===== config.mk =====
export PLATFORM = sky130hd
export DESIGN_NAME = vram_bus_arbiter_flat
export DESIGN_NICKNAME = d
export VERILOG_FILES = /design/src/rtl/vram_bus_arbiter_if.sv /design/src/rtl/vram_bus_arbiter.sv /design/src/flat_wrapper.sv
export SDC_FILE = /design/constraint.sdc
export NUM_CORES = 1
export LEC_CHECK = 0
export ABC_CLOCK_PERIOD_IN_PS = 1600
export CAP_MARGIN = 20
export CORE_UTILIZATION = 24
export CTS_CLUSTER_DIAMETER = 60
export DETAILED_ROUTE_END_ITERATION = 10
export GPL_TIMING_DRIVEN = 0
export PLACE_DENSITY = 0.77
export SYNTH_ARGS = -nofsm -noshare
export SYNTH_HDL_FRONTEND = slang
export SYNTH_SLANG_ARGS = --single-unit

===== constraint.sdc =====
create_clock -name clk -period 1.6 [get_ports clk]
set_input_delay 0.16 -clock clk [delete_from_list [all_inputs] [get_ports clk]]
set_output_delay 0.16 -clock clk [all_outputs]
set_load 0.05 [all_outputs]

===== src/rtl/vram_bus_arbiter_if.sv =====
// Signal bundle between the CPU core, the video DMA master, the SRAM and vram_bus_arbiter.
// The arbiter uses the slave view; the master view is the surrounding system.
interface vram_bus_arbiter_if;
  logic        hold;
  logic        vramcs;
  logic [15:0] dma_addr;
  logic [7:0]  dma_wdata;
  logic        dma_we;
  logic [7:0]  dma_rdata;
  logic        hold_ack;
  logic [15:0] cpu_addr;
  logic [7:0]  cpu_wdata;
  logic        cpu_rw;
  logic        cpu_vma;
  logic        cpu_ba;
  logic        cpu_halt;
  logic [7:0]  cpu_rdata;
  logic [15:0] mem_addr;
  logic [7:0]  mem_wdata;
  logic [7:0]  mem_rdata;
  logic        mem_we;
  logic        mem_ce;
  logic        dma_err;

  modport slave (
    input  hold, vramcs, dma_addr, dma_wdata, dma_we,
    input  cpu_addr, cpu_wdata, cpu_rw, cpu_vma, cpu_ba,
    input  mem_rdata,
    output dma_rdata, hold_ack, cpu_halt, cpu_rdata,
    output mem_addr, mem_wdata, mem_we, mem_ce, dma_err
  );

  modport master (
    output hold, vramcs, dma_addr, dma_wdata, dma_we,
    output cpu_addr, cpu_wdata, cpu_rw, cpu_vma, cpu_ba,
    output mem_rdata,
    input  dma_rdata, hold_ack, cpu_halt, cpu_rdata,
    input  mem_addr, mem_wdata, mem_we, mem_ce, dma_err
  );
endinterface


===== src/rtl/vram_bus_arbiter.sv =====
// Hands the shared 64 KB SRAM bus between the CPU and the video DMA master by halting
// the CPU, then steers address, data and strobes through a registered select.
module vram_bus_arbiter #(
  parameter int unsigned BA_TIMEOUT = 4
) (
  input  logic              clk,
  input  logic              rst,
  vram_bus_arbiter_if.slave bus
);

  typedef enum logic [1:0] {
    IDLE     = 2'd0,
    HALT_REQ = 2'd1,
    GRANT    = 2'd2,
    RELEASE  = 2'd3
  } state_t;

  state_t     state;
  state_t     state_nxt;
  logic [2:0] wait_cnt;
  logic [2:0] wait_cnt_nxt;
  logic       mux_dma;
  logic       dma_err_q;
  logic       timeout_hit;

  // The grant fires on the edge where the count would reach BA_TIMEOUT, so the CPU gets
  // exactly BA_TIMEOUT HALT_REQ cycles; the counter saturates at 7, so BA_TIMEOUT must be <= 8.
  assign timeout_hit = ({29'd0, wait_cnt} + 32'd1) >= BA_TIMEOUT;

  always_ff @(posedge clk or negedge rst) begin
    if (!rst) begin
      state     <= IDLE;
      wait_cnt  <= 3'd0;
      mux_dma   <= 1'b0;
      dma_err_q <= 1'b0;
    end else begin
      state     <= state_nxt;
      wait_cnt  <= wait_cnt_nxt;
      mux_dma   <= (state_nxt == GRANT);
      dma_err_q <= dma_err_q | (bus.vramcs & (state != GRANT));
    end
  end

  always_comb begin
    state_nxt    = state;
    wait_cnt_nxt = wait_cnt;
    bus.cpu_halt = 1'b0;
    bus.hold_ack = 1'b0;
    case (state)
      IDLE: begin
        if (bus.hold) begin
          state_nxt    = HALT_REQ;
          wait_cnt_nxt = 3'd0;
        end
      end
      HALT_REQ: begin
        bus.cpu_halt = 1'b1;
        if (wait_cnt != 3'd7) wait_cnt_nxt = wait_cnt + 3'd1;
        if (!bus.hold)                        state_nxt = RELEASE;
        else if (bus.cpu_ba || timeout_hit)   state_nxt = GRANT;
      end
      GRANT: begin
        bus.cpu_halt = 1'b1;
        bus.hold_ack = 1'b1;
        if (!bus.hold) state_nxt = RELEASE;
      end
      RELEASE: begin
        bus.cpu_halt = 1'b1;
        state_nxt    = IDLE;
      end
      default: state_nxt = IDLE;
    endcase
  end

  // Strobes are gated with rst so a CPU access cannot reach the SRAM while reset is held.
  always_comb begin
    bus.mem_addr  = bus.cpu_addr;
    bus.mem_wdata = bus.cpu_wdata;
    bus.mem_ce    = bus.cpu_vma & rst;
    bus.mem_we    = bus.cpu_vma & ~bus.cpu_rw & rst;
    bus.cpu_rdata = bus.mem_rdata;
    bus.dma_rdata = 8'hFF;
    if (mux_dma) begin
      bus.mem_addr  = bus.dma_addr;
      bus.mem_wdata = bus.dma_wdata;
      bus.mem_ce    = bus.vramcs & rst;
      bus.mem_we    = bus.vramcs & bus.dma_we & rst;
      bus.cpu_rdata = 8'hFF;
      bus.dma_rdata = bus.mem_rdata;
    end
  end

  assign bus.dma_err = dma_err_q;

endmodule


===== src/flat_wrapper.sv =====
// flat-port wrapper written by rule: the top's interface ports become plain ports
module vram_bus_arbiter_flat 
#(
  parameter int unsigned BA_TIMEOUT = 4
)
  (clk, rst, bus_hold, bus_vramcs, bus_dma_addr, bus_dma_wdata, bus_dma_we, bus_cpu_addr, bus_cpu_wdata, bus_cpu_rw, bus_cpu_vma, bus_cpu_ba, bus_mem_rdata, bus_dma_rdata, bus_hold_ack, bus_cpu_halt, bus_cpu_rdata, bus_mem_addr, bus_mem_wdata, bus_mem_we, bus_mem_ce, bus_dma_err);
  vram_bus_arbiter_if bus_i ();
  input  logic clk;
  input  logic rst;
  input wire logic [$bits(bus_i.hold)-1:0] bus_hold;
  input wire logic [$bits(bus_i.vramcs)-1:0] bus_vramcs;
  input wire logic [$bits(bus_i.dma_addr)-1:0] bus_dma_addr;
  input wire logic [$bits(bus_i.dma_wdata)-1:0] bus_dma_wdata;
  input wire logic [$bits(bus_i.dma_we)-1:0] bus_dma_we;
  input wire logic [$bits(bus_i.cpu_addr)-1:0] bus_cpu_addr;
  input wire logic [$bits(bus_i.cpu_wdata)-1:0] bus_cpu_wdata;
  input wire logic [$bits(bus_i.cpu_rw)-1:0] bus_cpu_rw;
  input wire logic [$bits(bus_i.cpu_vma)-1:0] bus_cpu_vma;
  input wire logic [$bits(bus_i.cpu_ba)-1:0] bus_cpu_ba;
  input wire logic [$bits(bus_i.mem_rdata)-1:0] bus_mem_rdata;
  output wire logic [$bits(bus_i.dma_rdata)-1:0] bus_dma_rdata;
  output wire logic [$bits(bus_i.hold_ack)-1:0] bus_hold_ack;
  output wire logic [$bits(bus_i.cpu_halt)-1:0] bus_cpu_halt;
  output wire logic [$bits(bus_i.cpu_rdata)-1:0] bus_cpu_rdata;
  output wire logic [$bits(bus_i.mem_addr)-1:0] bus_mem_addr;
  output wire logic [$bits(bus_i.mem_wdata)-1:0] bus_mem_wdata;
  output wire logic [$bits(bus_i.mem_we)-1:0] bus_mem_we;
  output wire logic [$bits(bus_i.mem_ce)-1:0] bus_mem_ce;
  output wire logic [$bits(bus_i.dma_err)-1:0] bus_dma_err;
  assign bus_i.hold = bus_hold;
  assign bus_i.vramcs = bus_vramcs;
  assign bus_i.dma_addr = bus_dma_addr;
  assign bus_i.dma_wdata = bus_dma_wdata;
  assign bus_i.dma_we = bus_dma_we;
  assign bus_i.cpu_addr = bus_cpu_addr;
  assign bus_i.cpu_wdata = bus_cpu_wdata;
  assign bus_i.cpu_rw = bus_cpu_rw;
  assign bus_i.cpu_vma = bus_cpu_vma;
  assign bus_i.cpu_ba = bus_cpu_ba;
  assign bus_i.mem_rdata = bus_mem_rdata;
  assign bus_dma_rdata = bus_i.dma_rdata;
  assign bus_hold_ack = bus_i.hold_ack;
  assign bus_cpu_halt = bus_i.cpu_halt;
  assign bus_cpu_rdata = bus_i.cpu_rdata;
  assign bus_mem_addr = bus_i.mem_addr;
  assign bus_mem_wdata = bus_i.mem_wdata;
  assign bus_mem_we = bus_i.mem_we;
  assign bus_mem_ce = bus_i.mem_ce;
  assign bus_dma_err = bus_i.dma_err;
  vram_bus_arbiter #(.BA_TIMEOUT(BA_TIMEOUT)) u_core (.clk(clk), .rst(rst), .bus(bus_i));
endmodule

* Yosys cells after proc, flatten, opt, wreduce, memory -nomap -nowiden
Cells that the tools add are included.
Storage, ports and cells: register bits after elaboration 7, bits of input ports 64, output and inout bits 45, word-level logic and storage cells 45
Cells by class: $add $sub $neg 2, order comparisons 1, equal/unequal tests 8, multiplexer cells 16, bitwise gates (word level) 9, reduce and logical (&&, ||, !) cells 5
Operators with widths (count):
- $ge 32x3->1 const B | 1
- $mux 8 | 3
- $mux 16 | 1
- $mux 2 | 4
- $pmux 2 s4 | 1
- $and 1x1->1 | 7
- $eq 2x2->1 const B | 3
- $mux 3 | 2
- $pmux 3 s2 | 1
- $add 3x1->4 const B | 1
- $mux 1 | 4
- $ne 2x2->1 const B | 2
- $add 3x1->3 const B | 1
- $ne 3x3->1 const B | 1
- $reduce_and 3->1 | 1
- $reduce_or 3->1 | 1
- $eq 2x1->1 const B | 1
- $logic_not 2->1 | 1
- $ne 2x1->1 const B | 1
- $reduce_bool 2->1 | 1
- $logic_or 1x1->1 | 1
- $not 1->1 | 1
- $or 1x1->1 | 1

* Logic depth before layout (Yosys ltp)
Gate-level depths: netlist (run 1).
depth after elaboration 7, depth in mapped cells 5, gate-level depth less buffers 5

* Least setup slack after synthesis (run 1)
No wires, ideal clock.
path type register -> output, start point reg u_core.mux_dma, end point out bus_mem_we, data arrival time 1.440 ns, slack 0.000 ns, cell stages (with the launch flop) 5, buffers on the path 1, cell sequence dfrtp_1 > buf_2 > nor3b_1 > a31oi_1 > nor2b_1
On the way: cells in the longest elaborated chain, start to end 1
RTL lines:
- from (decl) | RTL line vram_bus_arbiter.sv:22 | logic mux_dma;
- from (signal assigned) | RTL line vram_bus_arbiter.sv:39 | mux_dma <= (state_nxt == GRANT);
- $mux 1 | RTL line vram_bus_arbiter.sv:83 | if (mux_dma) begin
- to (decl) | RTL line flat_wrapper.sv:27 | output wire logic [$bits(bus_i.mem_we)-1:0] bus_mem_we;
Every way passes these cells.

* Worst setup path after layout (run 1)
start point reg u_core.dma_err_q, in the netlist u_core.bus.dma_err, end point out bus_dma_err
RTL lines:
- from (decl) | RTL line vram_bus_arbiter.sv:23 | logic dma_err_q;
- from (signal assigned) | RTL line vram_bus_arbiter.sv:40 | dma_err_q <= dma_err_q | (bus.vramcs & (state != GRANT));
- to (decl) | RTL line flat_wrapper.sv:29 | output wire logic [$bits(bus_i.dma_err)-1:0] bus_dma_err;
No word-level cell between the ends.

==> impl_metrics.yaml, run 1 <==
pwr:
  power_leakage_nw: 0.950
  switchingPower_mw: 1.72
  power_frac_seq_pct: 9.5
  power_frac_comb_pct: 82.9
  vdd_drop_max_mv: 0.788
  p_per_area_nw_per_um2: 1540
  p_int_mw: 1.54
  p_clk_share_pct: 7.6
  swShare_pct: 52.6
timing:
  layout_setup_ws_ns: 0.0356
  timing_hold_violations_final: 0
  max_slew_margin_pct: 65.1
  worstMarginPinSlew_ns: 0.522
  max_freq_mhz: 639
  fin_crit_sh_pct: 97.8
  final_max_slew_viol_count: 0
  rsz0062_at_grt: "true"
  fin_crit_ns: 1.56
  setup_viol: 0
  final.setup_skew_ns: 0.00544
  fin_tns_setup_ns: 0
status:
  run_status: "complete, no violations"
floorplanning:
  core_area_um2: 3660
  die_w_um: 63.7
  num_io_pins: 109
  dieHeight_um: 63.7
  row_count: 22
  start_util_pct: 25.0
  die-area_um2: 4060
worst_setup_path:
  endpoint_kind: "output port"
  path_class: "flip-flop to output port"
  worstReg2RegStart: "u_core.wait_cnt[0]"
  cp_cell_sequence: "clkdlybuf4s50_1"
  worstPathArrival_ns: 1.40
  worstReg2RegEnd: "u_core.mux_dma"
  crit_fanout: 2
  cp.required_ns: 1.44
  critical_path.max_stage_delay_ns: 0.83
  crit_cells: 1
  worst-r2r-cell-count: 5
  path_buf_inv: 1
  cp_slowest_cell: "clkdlybuf4s50_1"
  cp_top_family: "buffers and inverters"
  r2r_slack_ns: 0.10
  startpoint_type: "flip-flop"
clock_network:
  htreeDepth: 1
  clk-insertion-delay-late_ns: 0.23
  cts_made_buffers: 3
  root_buffer: "clkbuf_8"
  cts_tree: "done"
  clock_sink_count: 7
  clock_path_buffers: 2
  clk_pin_slew_ns: 0.04
routing:
  viasPerCell: 4.37
  drt_iter0_drc: 17
  drt_first_pass_iters: 4
  final_antenna_net_count: 0
  drcViolationCount: 0
  vias: 1079
  drt_wl_total_um: 3680
  wl_per_cell_um: 14.9
worst_hold_path:
  min_from: "u_core.bus.dma_err"
  hp-class: "flip-flop to flip-flop"
  hold_end: "u_core.bus.dma_err"
  hold_depth: 1
placement:
  gp_congestion: 0.718
  hpwl_um: 2980
  dpl_worst_slack_ns: -0.455
  io_buffers: 108
global_route:
  grt_first_pass_wirelength_um: 5080
  first_global_vias: 986
  grt_overflow: 0
  antenna_found_initial: 0
  groute.usage.overall_pct: 16.3
  grt_max_degree: 11
yosys:
  ys_seq_area_share_pct: 19.2
  synth.cell_area_um2: 915
  yosysWarnings: 0
  syn_nets: 149
  ys_types: 26
  ys_ff_latch: 7
  syn_inst: 83
  postSynthAreaPerCell_um2: 11.0
layout:
  area_growth_pct: 132
  layout_common_cells: "clkdlybuf4s50_1, mux2_4, buf_6"
  diodes: 0
  nets: 266
  drive_gt1_share_pct: 44.7
  final_common_cell: "clkdlybuf4s50_1"
job:
  max_cap_viol_count: 0
==> registers in the layout (all words and copies together) (netlist names) <==
name                cells
u_core.bus.dma_err      1
u_core.mux_dma          1
u_core.state            2
u_core.wait_cnt         3
==> cells in the mapped netlist, drive strengths merged <==
master  number  area share, %
mux2i        1            1.1
nor3b        1           0.82
a31oi        1           0.68
o21bai       1            1.2
clkbuf       1           0.41
buf          5            4.8
a22o         5            4.8
nor2         2            1.1
or2          9            6.2
inv          1           0.41
a311oi       1            1.6
nand2b      10            6.8
nand2        2           0.82
nor3         2            1.6
a21o         2            1.6
mux2        25             41
dfrtp        7             19
o21ai        1           0.55
and2         1           0.68
ha           2            2.7
o21a         1           0.82
nor2b        2            1.4
==> per-layer routing <==
| layer | track usage (%) | vias to the layer above | wire (um) |
|---|---|---|---|
| li1 | - | 528 | - |
| met1 | 18.5 | 502 | 1530 |
| met2 | 30.7 | 49 | 1930 |
| met3 | 3.75 | 0 | 224 |
| met4 | 2.56 | 0 | 0 |
| met5 | 0 | - | 0 |
==> logic make-up after synthesis <==
logic type,after synthesis,synth area share (%)
AO/OA/AOI/OAI,12,11.4
adder cells (fa/ha/maj),2,2.74
buffers and inverters,7,5.61
flip-flops,7,19.2
multiplexers,26,41.7
AND/OR/NAND/NOR,29,19.4
==> through the flow <==
step	utilization (%)	cells	hold WS (ns)	power [mW]	cell area, um^2
floorplan	-	83	-0.136	2.17	917
global placement	56.2	239	0.441	2.91	2060
detailed placement	56.2	239	0.459	2.96	2060
CTS	54.0	244	0.469	3.03	1980
global route	58.0	247	0.489	3.40	2120
finish	58.0	247	0.465	3.26	2120
==> cell type report <==
cell class	instances	area, um^2
plain buffers	6	58.8
clock buffers	3	41.3
clock inverters	1	5.00
fillers	337	1540
inverters	1	3.75
multi-input cells	69	717
flip-flops and latches	7	175
well taps	48	60.1
repair buffers	112	1060
==> worst max path at each step <==
stage	start	endpoint	slack, ns
floorplan	u_core.wait_cnt[0]	u_core.mux_dma	0.09
global placement	rst	bus_mem_we	-0.46
detailed placement	rst	bus_mem_we	-0.46
CTS	u_core.mux_dma	bus_cpu_rdata[5]	-0.09
global route	u_core.mux_dma	bus_mem_we	-0.02
finish	u_core.bus.dma_err	bus_dma_err	0.04
==> power groups by stage <==
stage	Clock (mW)	Sequential (mW)	Combinational [mW]
floorplan	0	0.292	1.88
global placement	0	0.301	2.61
detailed placement	0	0.311	2.65
CTS	0.256	0.309	2.46
global route	0.271	0.317	2.81
finish	0.247	0.311	2.70
==> repair_timing <==
| item | CTS | global route |
|---|---|---|
| endpoints found under the setup margin | 47 | 34 |
| hold endpoints to repair | 7 | 0 |
| setup buffers | 0 | 3 |
| hold buffers | 1 | 0 |
| pin swaps | 1 | 1 |
| resized for setup | 199 | 84 |
(Power assumes the default switching activity.)
==> inputs of run 2 (changes only) <==
HOLD_SLACK_MARGIN = 0.12   (was unset)
==> results of run 2 <==
Final layout, timing and power as in run 1 (identical DEF).
